$ cat config.mk
export PLATFORM = sky130hd
export DESIGN_NAME = sa3_operand_sequencer
export DESIGN_NICKNAME = d
export VERILOG_FILES = /design/src/rtl/sa3_operand_sequencer.sv
export SDC_FILE = /design/constraint.sdc
export NUM_CORES = 1
export LEC_CHECK = 0
export ABC_AREA = 1
export BUFFER_PORTS_ARGS = -buffer_cell sky130_fd_sc_hd__buf_2
export CORE_MARGIN = 2
export CORE_UTILIZATION = 53
export DETAILED_ROUTE_END_ITERATION = 16
export HOLD_SLACK_MARGIN = 0.15
export PLACE_DENSITY = 0.8
export SLEW_MARGIN = 20
export SYNTH_ARGS = -nofsm -noshare
export SYNTH_HDL_FRONTEND = slang
export SYNTH_SLANG_ARGS = --single-unit
$ cat constraint.sdc
create_clock -name clk -period 9.1 [get_ports clk]
set_input_delay 0.91 -clock clk [delete_from_list [all_inputs] [get_ports clk]]
set_output_delay 0.91 -clock clk [all_outputs]
set_load 0.01 [all_outputs]
$ cat src/rtl/sa3_operand_sequencer.sv
// sa3_operand_sequencer: byte-stream front end for the 3x3 systolic
// convolution array. Loads 9 filter + 16 data bytes, clears and runs the
// array, captures the four 2x2 results and streams them back out.
// Optional feature macro: SA3_SEQ_TIMEOUT_EN (RUN-phase watchdog, sticky err).
module sa3_operand_sequencer #(
    parameter int TIMEOUT_CYCLES = 32
) (
    input  logic         clk,
    input  logic         rst,
    input  logic         in_valid,
    input  logic [7:0]   in_data,
    output logic         in_ready,
    output logic [127:0] a_flat,
    output logic [71:0]  b_flat,
    output logic         sa_clr,
    output logic         active_sa3,
    input  logic         done_sa3,
    input  logic [7:0]   c11,
    input  logic [7:0]   c12,
    input  logic [7:0]   c21,
    input  logic [7:0]   c22,
    output logic         out_valid,
    output logic [7:0]   out_data,
    input  logic         out_ready,
    output logic         busy,
    output logic         err
);

    typedef enum logic [1:0] {S_LOAD, S_CLR, S_RUN, S_DRAIN} state_t;

    state_t         state_q, state_d;
    logic [4:0]     cnt_q, cnt_d;
    logic [1:0]     idx_q, idx_d;
    logic [127:0]   a_q, a_d;
    logic [71:0]    b_q, b_d;
    logic [31:0]    res_q, res_d;
    logic           in_ready_q, in_ready_d;
    logic           sa_clr_q, sa_clr_d;
    logic           active_q, active_d;
    logic           out_valid_q, out_valid_d;
    logic [7:0]     out_data_q, out_data_d;
    logic           busy_q, busy_d;

`ifdef SA3_SEQ_TIMEOUT_EN
    localparam int TW = $clog2(TIMEOUT_CYCLES + 1);
    logic [TW-1:0]  tmo_q, tmo_d;
    logic           err_q, err_d;
`else
    // TIMEOUT_CYCLES only has meaning when the watchdog is compiled in.
    if (TIMEOUT_CYCLES < 1) begin : g_unused_timeout
    end
`endif

    // Result byte i in delivery order c11, c12, c21, c22.
    function automatic logic [7:0] res_byte(input logic [31:0] r, input logic [1:0] i);
        return r[8*i +: 8];
    endfunction

    // Next-state and next-output computation for the whole sequencer.
    always_comb begin
        state_d     = state_q;
        cnt_d       = cnt_q;
        idx_d       = idx_q;
        a_d         = a_q;
        b_d         = b_q;
        res_d       = res_q;
        in_ready_d  = in_ready_q;
        sa_clr_d    = 1'b0;
        active_d    = active_q;
        out_valid_d = out_valid_q;
        out_data_d  = out_data_q;
        busy_d      = busy_q;
`ifdef SA3_SEQ_TIMEOUT_EN
        tmo_d       = tmo_q;
        err_d       = err_q;
`endif
        unique case (state_q)
            S_LOAD: begin
                if (in_valid && in_ready_q) begin
                    // Slots 0..8 are the filter, 9..24 the data tile.
                    for (int i = 0; i < 9; i++) begin
                        if (cnt_q == 5'(i)) b_d[8*i +: 8] = in_data;
                    end
                    for (int i = 0; i < 16; i++) begin
                        if (cnt_q == 5'(i + 9)) a_d[8*i +: 8] = in_data;
                    end
                    if (cnt_q == 5'd24) begin
                        state_d    = S_CLR;
                        cnt_d      = 5'd0;
                        in_ready_d = 1'b0;
                        sa_clr_d   = 1'b1;
                        busy_d     = 1'b1;
                    end else begin
                        cnt_d = cnt_q + 5'd1;
                    end
                end
            end
            S_CLR: begin
                state_d  = S_RUN;
                active_d = 1'b1;
`ifdef SA3_SEQ_TIMEOUT_EN
                tmo_d    = '0;
`endif
            end
            S_RUN: begin
                if (done_sa3) begin
                    res_d       = {c22, c21, c12, c11};
                    active_d    = 1'b0;
                    state_d     = S_DRAIN;
                    idx_d       = 2'd0;
                    out_valid_d = 1'b1;
                    out_data_d  = c11;
                end
`ifdef SA3_SEQ_TIMEOUT_EN
                else if (tmo_q == TW'(TIMEOUT_CYCLES - 1)) begin
                    // Array never answered: abandon the job and flag it.
                    active_d   = 1'b0;
                    err_d      = 1'b1;
                    state_d    = S_LOAD;
                    cnt_d      = 5'd0;
                    in_ready_d = 1'b1;
                    busy_d     = 1'b0;
                end else begin
                    tmo_d = tmo_q + 1'b1;
                end
`endif
            end
            S_DRAIN: begin
                if (out_ready) begin
                    if (idx_q == 2'd3) begin
                        state_d     = S_LOAD;
                        out_valid_d = 1'b0;
                        in_ready_d  = 1'b1;
                        busy_d      = 1'b0;
                    end else begin
                        idx_d      = idx_q + 2'd1;
                        out_data_d = res_byte(res_q, idx_q + 2'd1);
                    end
                end
            end
            default: state_d = S_LOAD;
        endcase
    end

    // State and registered outputs; reset returns everything to the idle LOAD state.
    always_ff @(posedge clk or posedge rst) begin
        if (rst) begin
            state_q     <= S_LOAD;
            cnt_q       <= 5'd0;
            idx_q       <= 2'd0;
            a_q         <= '0;
            b_q         <= '0;
            res_q       <= '0;
            in_ready_q  <= 1'b1;
            sa_clr_q    <= 1'b0;
            active_q    <= 1'b0;
            out_valid_q <= 1'b0;
            out_data_q  <= 8'd0;
            busy_q      <= 1'b0;
`ifdef SA3_SEQ_TIMEOUT_EN
            tmo_q       <= '0;
            err_q       <= 1'b0;
`endif
        end else begin
            state_q     <= state_d;
            cnt_q       <= cnt_d;
            idx_q       <= idx_d;
            a_q         <= a_d;
            b_q         <= b_d;
            res_q       <= res_d;
            in_ready_q  <= in_ready_d;
            sa_clr_q    <= sa_clr_d;
            active_q    <= active_d;
            out_valid_q <= out_valid_d;
            out_data_q  <= out_data_d;
            busy_q      <= busy_d;
`ifdef SA3_SEQ_TIMEOUT_EN
            tmo_q       <= tmo_d;
            err_q       <= err_d;
`endif
        end
    end

    assign in_ready   = in_ready_q;
    assign a_flat     = a_q;
    assign b_flat     = b_q;
    assign sa_clr     = sa_clr_q;
    assign active_sa3 = active_q;
    assign out_valid  = out_valid_q;
    assign out_data   = out_data_q;
    assign busy       = busy_q;
`ifdef SA3_SEQ_TIMEOUT_EN
    assign err        = err_q;
`else
    assign err        = 1'b0;
`endif

endmodule

# Yosys cells after proc, flatten, opt, wreduce, memory -nomap -nowiden
# Index checks and enable logic that the tools add are counted.
[totals]
ff_bits = 254
output_inout_bits = 214
elab_cells = 142
[classes]
add_sub_neg = 2
eq_ne = 34
shift = 1
n_mux = 32
reduce_logical = 38
[ops]
columns = ["operator", "n"]
rows = [
  ["AND reduction 3 bit", 25],
  ["equality test 5 bit (second input constant)", 9],
  ["equality test 5 x 4 -> 1 bit (second input constant)", 8],
  ["indexed part select 32 x 6 -> 8 bit", 1],
  ["two-way mux 8 bit", 3],
  ["equality test 5 x 3 -> 1 bit (second input constant)", 4],
  ["two-way mux 2 bit", 8],
  ["one-hot mux 8 bit (2 select lines)", 1],
  ["two-way mux 1 bit", 13],
  ["inequality test 2 bit (second input constant)", 6],
  ["equality test 5 x 2 -> 1 bit (second input constant)", 2],
  ["AND reduction 5 bit", 2],
  ["one-hot mux 1 bit (2 select lines)", 4],
  ["one-hot mux 2 bit (4 select lines)", 1],
  ["AND reduction 4 bit", 2],
  ["equality test 2 bit (second input constant)", 3],
  ["AND reduction 2 bit", 3],
  ["nonzero test 2 bit", 3],
  ["adder 5 x 1 -> 5 bit (second input constant)", 1],
  ["equality test 5 x 1 -> 1 bit (second input constant)", 1],
  ["logical NOT 5 bit", 1],
  ["two-way mux 5 bit", 1],
  ["one-hot mux 2 bit (2 select lines)", 1],
  ["adder 2 x 1 -> 2 bit (second input constant)", 1],
  ["other kinds (3)", 3],
]

# Depth between registers and ports, before layout
[logic_depth]
depth_word = 5
ltp_mapped = 9
mapped_depth_nobuf = 9

# Least setup slack after synthesis
# No wires, ideal clock.
[synth_timing]
kind = "input to register"
start = "in in_valid"
end = "reg a_q[72] (netlist: a_flat[72])"
setup_ns = 0.126
arrival_ns = 1.778
required_ns = 8.974
slack_ns = 7.196
stages = 6
path_cell_list = "nand3_4 -> nor2_8 -> nand3_4 -> buf_6 -> nand2_1 -> o21ai_2"
[synth_via]
elab_chain_cells = 2
[synth_lines]
columns = ["element", "line", "text"]
rows = [
  ["from (decl)", "10", "input logic in_valid,"],
  ["logical AND 1 bit", "79", "if (in_valid && in_ready_q) begin"],
  ["AND reduction 3 bit (no line)", "-", ""],
  ["to (signal assigned)", "151", "a_q <= '0;"],
  ["to (signal assigned)", "168", "a_q <= a_d;"],
  ["to (decl)", "34", "logic [127:0] a_q, a_d;"],
]
# No other way between the ends.
# A chain may end at the register's enable or synchronous reset.

# Worst setup path after layout
[layout_timing]
start = "reg state_q[0]"
end = "reg res_q[14]"
[layout_via]
elab_chain_cells = 2
[layout_lines]
columns = ["element", "line", "text"]
rows = [
  ["from (decl)", "31", "state_t state_q, state_d;"],
  ["from (signal assigned)", "165", "state_q <= state_d;"],
  ["equality test 2 bit", "77", "unique case (state_q)"],
  ["AND reduction 2 bit (no line)", "-", ""],
  ["to (signal assigned)", "170", "res_q <= res_d;"],
  ["to (decl)", "36", "logic [31:0] res_q, res_d;"],
]
# No other way between the ends.

==> results.md <==
* Skew final at 0.0110 ns
* Synth cell types at 32
* Number of global-route vias before repair at 7956
* Reg2reg setup slack at 6.39 ns
* Synthesized instance count at 1080
* Slew of the pin with the lowest slew margin at 1.08 ns
* Mux share of post-synthesis cell area at 0%
* Initial antenna violation count at 0
* Wire length per cell at 16.9 µm
* Yosys top cell by area: dfrtp_1
* Register bit total from synthesis at 254
* Sw frac at 21.3%
* Die Y at 143 µm
* DRC viols at 0
* Critical Path RT at 9.56 ns
* Largest family of logic cells by synthesized area: simple AND/OR/NAND/NOR gates
* Core area at 18800 µm²
* Fin. max-slew vios at 0
* CTS HTree Levels at 1
* CTS Hold Buffers Added at 0
* Initial DRC count at 513
* CTS-repair resized insts at 0
* Internal at 0.00181 W
* Gr ovfl total at 0
* Vias post-DR at 8373
* Synth top area share at 62.3%
* CP startpoint kind: flop
* Filler cells at 1561
* Average cell area after synthesis at 9.42 µm²
* Hold WS at 0.468 ns
* Hold path start: a_flat[39]
* Detailed placement HPWL at 17400 µm
* Seq pwr share at 49.1%
* Post-CTS Setup Inserts at 0
* Worst R2R Start: state_q[0]
* Ys Warns at 0
* Critical Path AT at 3.17 ns
* PwrDens at 186 nW/µm²
* P_leak at 6.95 nW
* Max Clk Rate at 369 MHz
* R2R depth at 6
* Post-Synth Adder-Cell Area at 1.23%
* Crit path capture type: flop
* Final WL at 26500 µm
* Setup_tns at 0 ns
* Max clock buf depth at 3
* Pre-Repair DR Iteration Count at 5
* Min-Delay Endpoint: a_flat[39]
* RSZ-0062 raised after global routing: false
* DIE AREA at 20300 µm²
* Layout Nets at 1366
* Post-synthesis xor/xnor area fraction at 0%
* Clock Tree Root: clkbuf_16
* Worst skew pair latency at 0.52 ns
* CP max FO at 37
* CTS Sinks at 254
* DR vias/cell at 5.35
* Gate power share at 2.3%
* ANT nets after route at 0
* Psw at 0.000491 W
* CTS Buf Count at 26
* Final setup viols at 0
* Diodes inserted at 0
* Ys async rst share at 100%
* RD Place Congestion at 0.858
* Hold Crit Class: reg2reg
* Fin. Hold Viols at 0
* Hold Path Cell Cnt at 2
* P&R area growth vs syn at 21.7%
* Crit Path Class: reg2reg
* Die Span X at 143 µm
* Clk network pwr share at 48.6%
* I/O pin count at 259
* Fin crit share at 29.8%
* Syn nets at 1135
* Crit path time final at 2.71 ns
* TritonCTS clock tree: done
* PortBufs at 257
* Seq/Total Area, Yosys at 62.5%
* Largest net degree at the start of global routing at 126
* Worst-path clk slew at 0.06 ns
* Worst vdd ir at 0.129 mV
* Mapped cell area at 10200 µm²
* Simple-gate share of the synthesized area at 21.7%
* R2R Path End: res_q[14]
* Status: complete, no violations
* Share of layout cells above drive strength 1 at 25.0%
* Cell Rows at 50
* Compound-Gate Fraction of Synth Area at 9.85%
* Ranking of synthesized cells by area: dfrtp_1, nand2_1, o21ai_0, nand3_1, inv_1
* Slew headroom at 27.6%
* Max Cap Viol at 0
* GRT Total Usage at 26.2%
* Post-synth EDFFs at 0
* Ys flop type: dfrtp_1
* Initial Utilization at 54.2%
* First-pass GRT wire length at 42100 µm
layout make-up:
class | instances | area [µm²] | share of cell area, %
Multi-Input combinational cell | 725 | 3340 | 27.0
Timing Repair Buffer | 259 | 1300 | 10.5
Sequential cell | 254 | 6360 | 51.4
Inverter | 45 | 178 | 1.44
Tap cell | 234 | 293 | 2.37
Clock inverter | 15 | 189 | 1.53
Clock buffer | 33 | 718 | 5.81
critical path, stage by stage, from the launching register on:
cell     delay (ns)
dfrtp_1        0.41
inv_1          0.10
ha_1           0.25
nand2_1        0.67
inv_1          0.93
nand2_1        0.17
nand2_1        0.10
power by group through the flow:
stage | logic, W | registers, W | clock network (W)
6_report | 0.0000537 | 0.00113 | 0.00112
5_1_grt | 0.0000609 | 0.00113 | 0.00118
4_1_cts | 0.0000556 | 0.00113 | 0.00113
3_5_place_dp | 0.0000555 | 0.00115 | 0
3_3_place_gp | 0.0000553 | 0.00115 | 0
2_1_floorplan | 0.0000267 | 0.00115 | 0
logic make-up (layout without fill, tap and decap cells):
family	Yosys count	in the layout
compound gates	193	193
fa+ha+maj	10	10
buf+inv	101	352
flops	254	254
other cells	1	1
simple gates	521	521
cell usage after synthesis, types with 3 or more instances:
master,instances
a21oi_1,17
buf_2,11
buf_4,4
buf_6,9
clkbuf_1,30
clkinv_1,3
dfrtp_1,253
ha_1,10
inv_1,40
nand2_1,392
nand2_4,7
nand3_1,67
nand4_1,5
nor2_1,35
nor3_1,4
o21ai_0,147
o21ai_1,18
o21ai_2,8
stage by stage:
step | setup slack [ns] | total power, W | instance area, µm² | utilization, % | instances
final | 6.39 | 0.00230 | 12400 | 65.9 | 1565
after global routing | 6.09 | 0.00237 | 12400 | 65.9 | 1565
after CTS | 6.40 | 0.00232 | 12400 | 65.9 | 1565
after detailed placement | 6.17 | 0.00121 | 11500 | 61.1 | 1517
after global placement | 6.21 | 0.00121 | 11500 | 61.1 | 1517
after floorplan | 1.21 | 0.00118 | 10200 | - | 1080
sequential cells by signal, indices dropped and copies added, names as in the netlist, 2 cells and up:
signal and count:
a_flat 128, res_q 32, state_q 2, out_data 8, b_flat 72, idx_q 2, cnt_q 5
worst max path at each step:
stage / from / slack (ns) / endpoint / cells past startpoint
6_report: state_q[0] / 6.39 / res_q[14] / 6
5_1_grt: state_q[0] / 6.09 / res_q[14] / 6
4_1_cts: state_q[0] / 6.40 / res_q[14] / 6
3_5_place_dp: done_sa3 / 6.17 / res_q[23] / 5
3_3_place_gp: done_sa3 / 6.21 / res_q[23] / 5
2_1_floorplan: rst / 1.21 / a_flat[0] / 1
per-layer routing:
layer | up-vias | part of all wire [%] | track usage [%]
li1 | 3945 | - | -
met1 | 4040 | 43 | 36.5
met2 | 337 | 47 | 42.3
met3 | 51 | 7.2 | 5.11
met4 | 0 | 2.6 | 7.61
met5 | - | 0 | 0
cell usage in the layout (no fill, tap or decap), types with 2 or more instances in the layout:
cell type / netlist / final
nand2_1: 392 / 392
buf_2: 11 / 257
dfrtp_1: 253 / 253
o21ai_0: 147 / 147
nand3_1: 67 / 67
inv_1: 40 / 39
nor2_1: 35 / 35
clkbuf_16: 0 / 27
o21ai_1: 18 / 18
a21oi_1: 17 / 17
ha_1: 10 / 10
clkinv_2: 1 / 8
o21ai_2: 8 / 8
nand2_4: 7 / 7
nand4_1: 5 / 5
nor3_1: 4 / 4
bufinv_16: 0 / 4
clkbuf_1: 30 / 4
clkinv_1: 3 / 3
clkinv_4: 0 / 3
nand3_4: 2 / 2
nor2_8: 2 / 2
nand3_2: 2 / 2
nor2_4: 2 / 2
o31ai_1: 2 / 2
clkbuf_8: 0 / 2
buf_4: 4 / 2
Power figures use the tool's default switching activity.
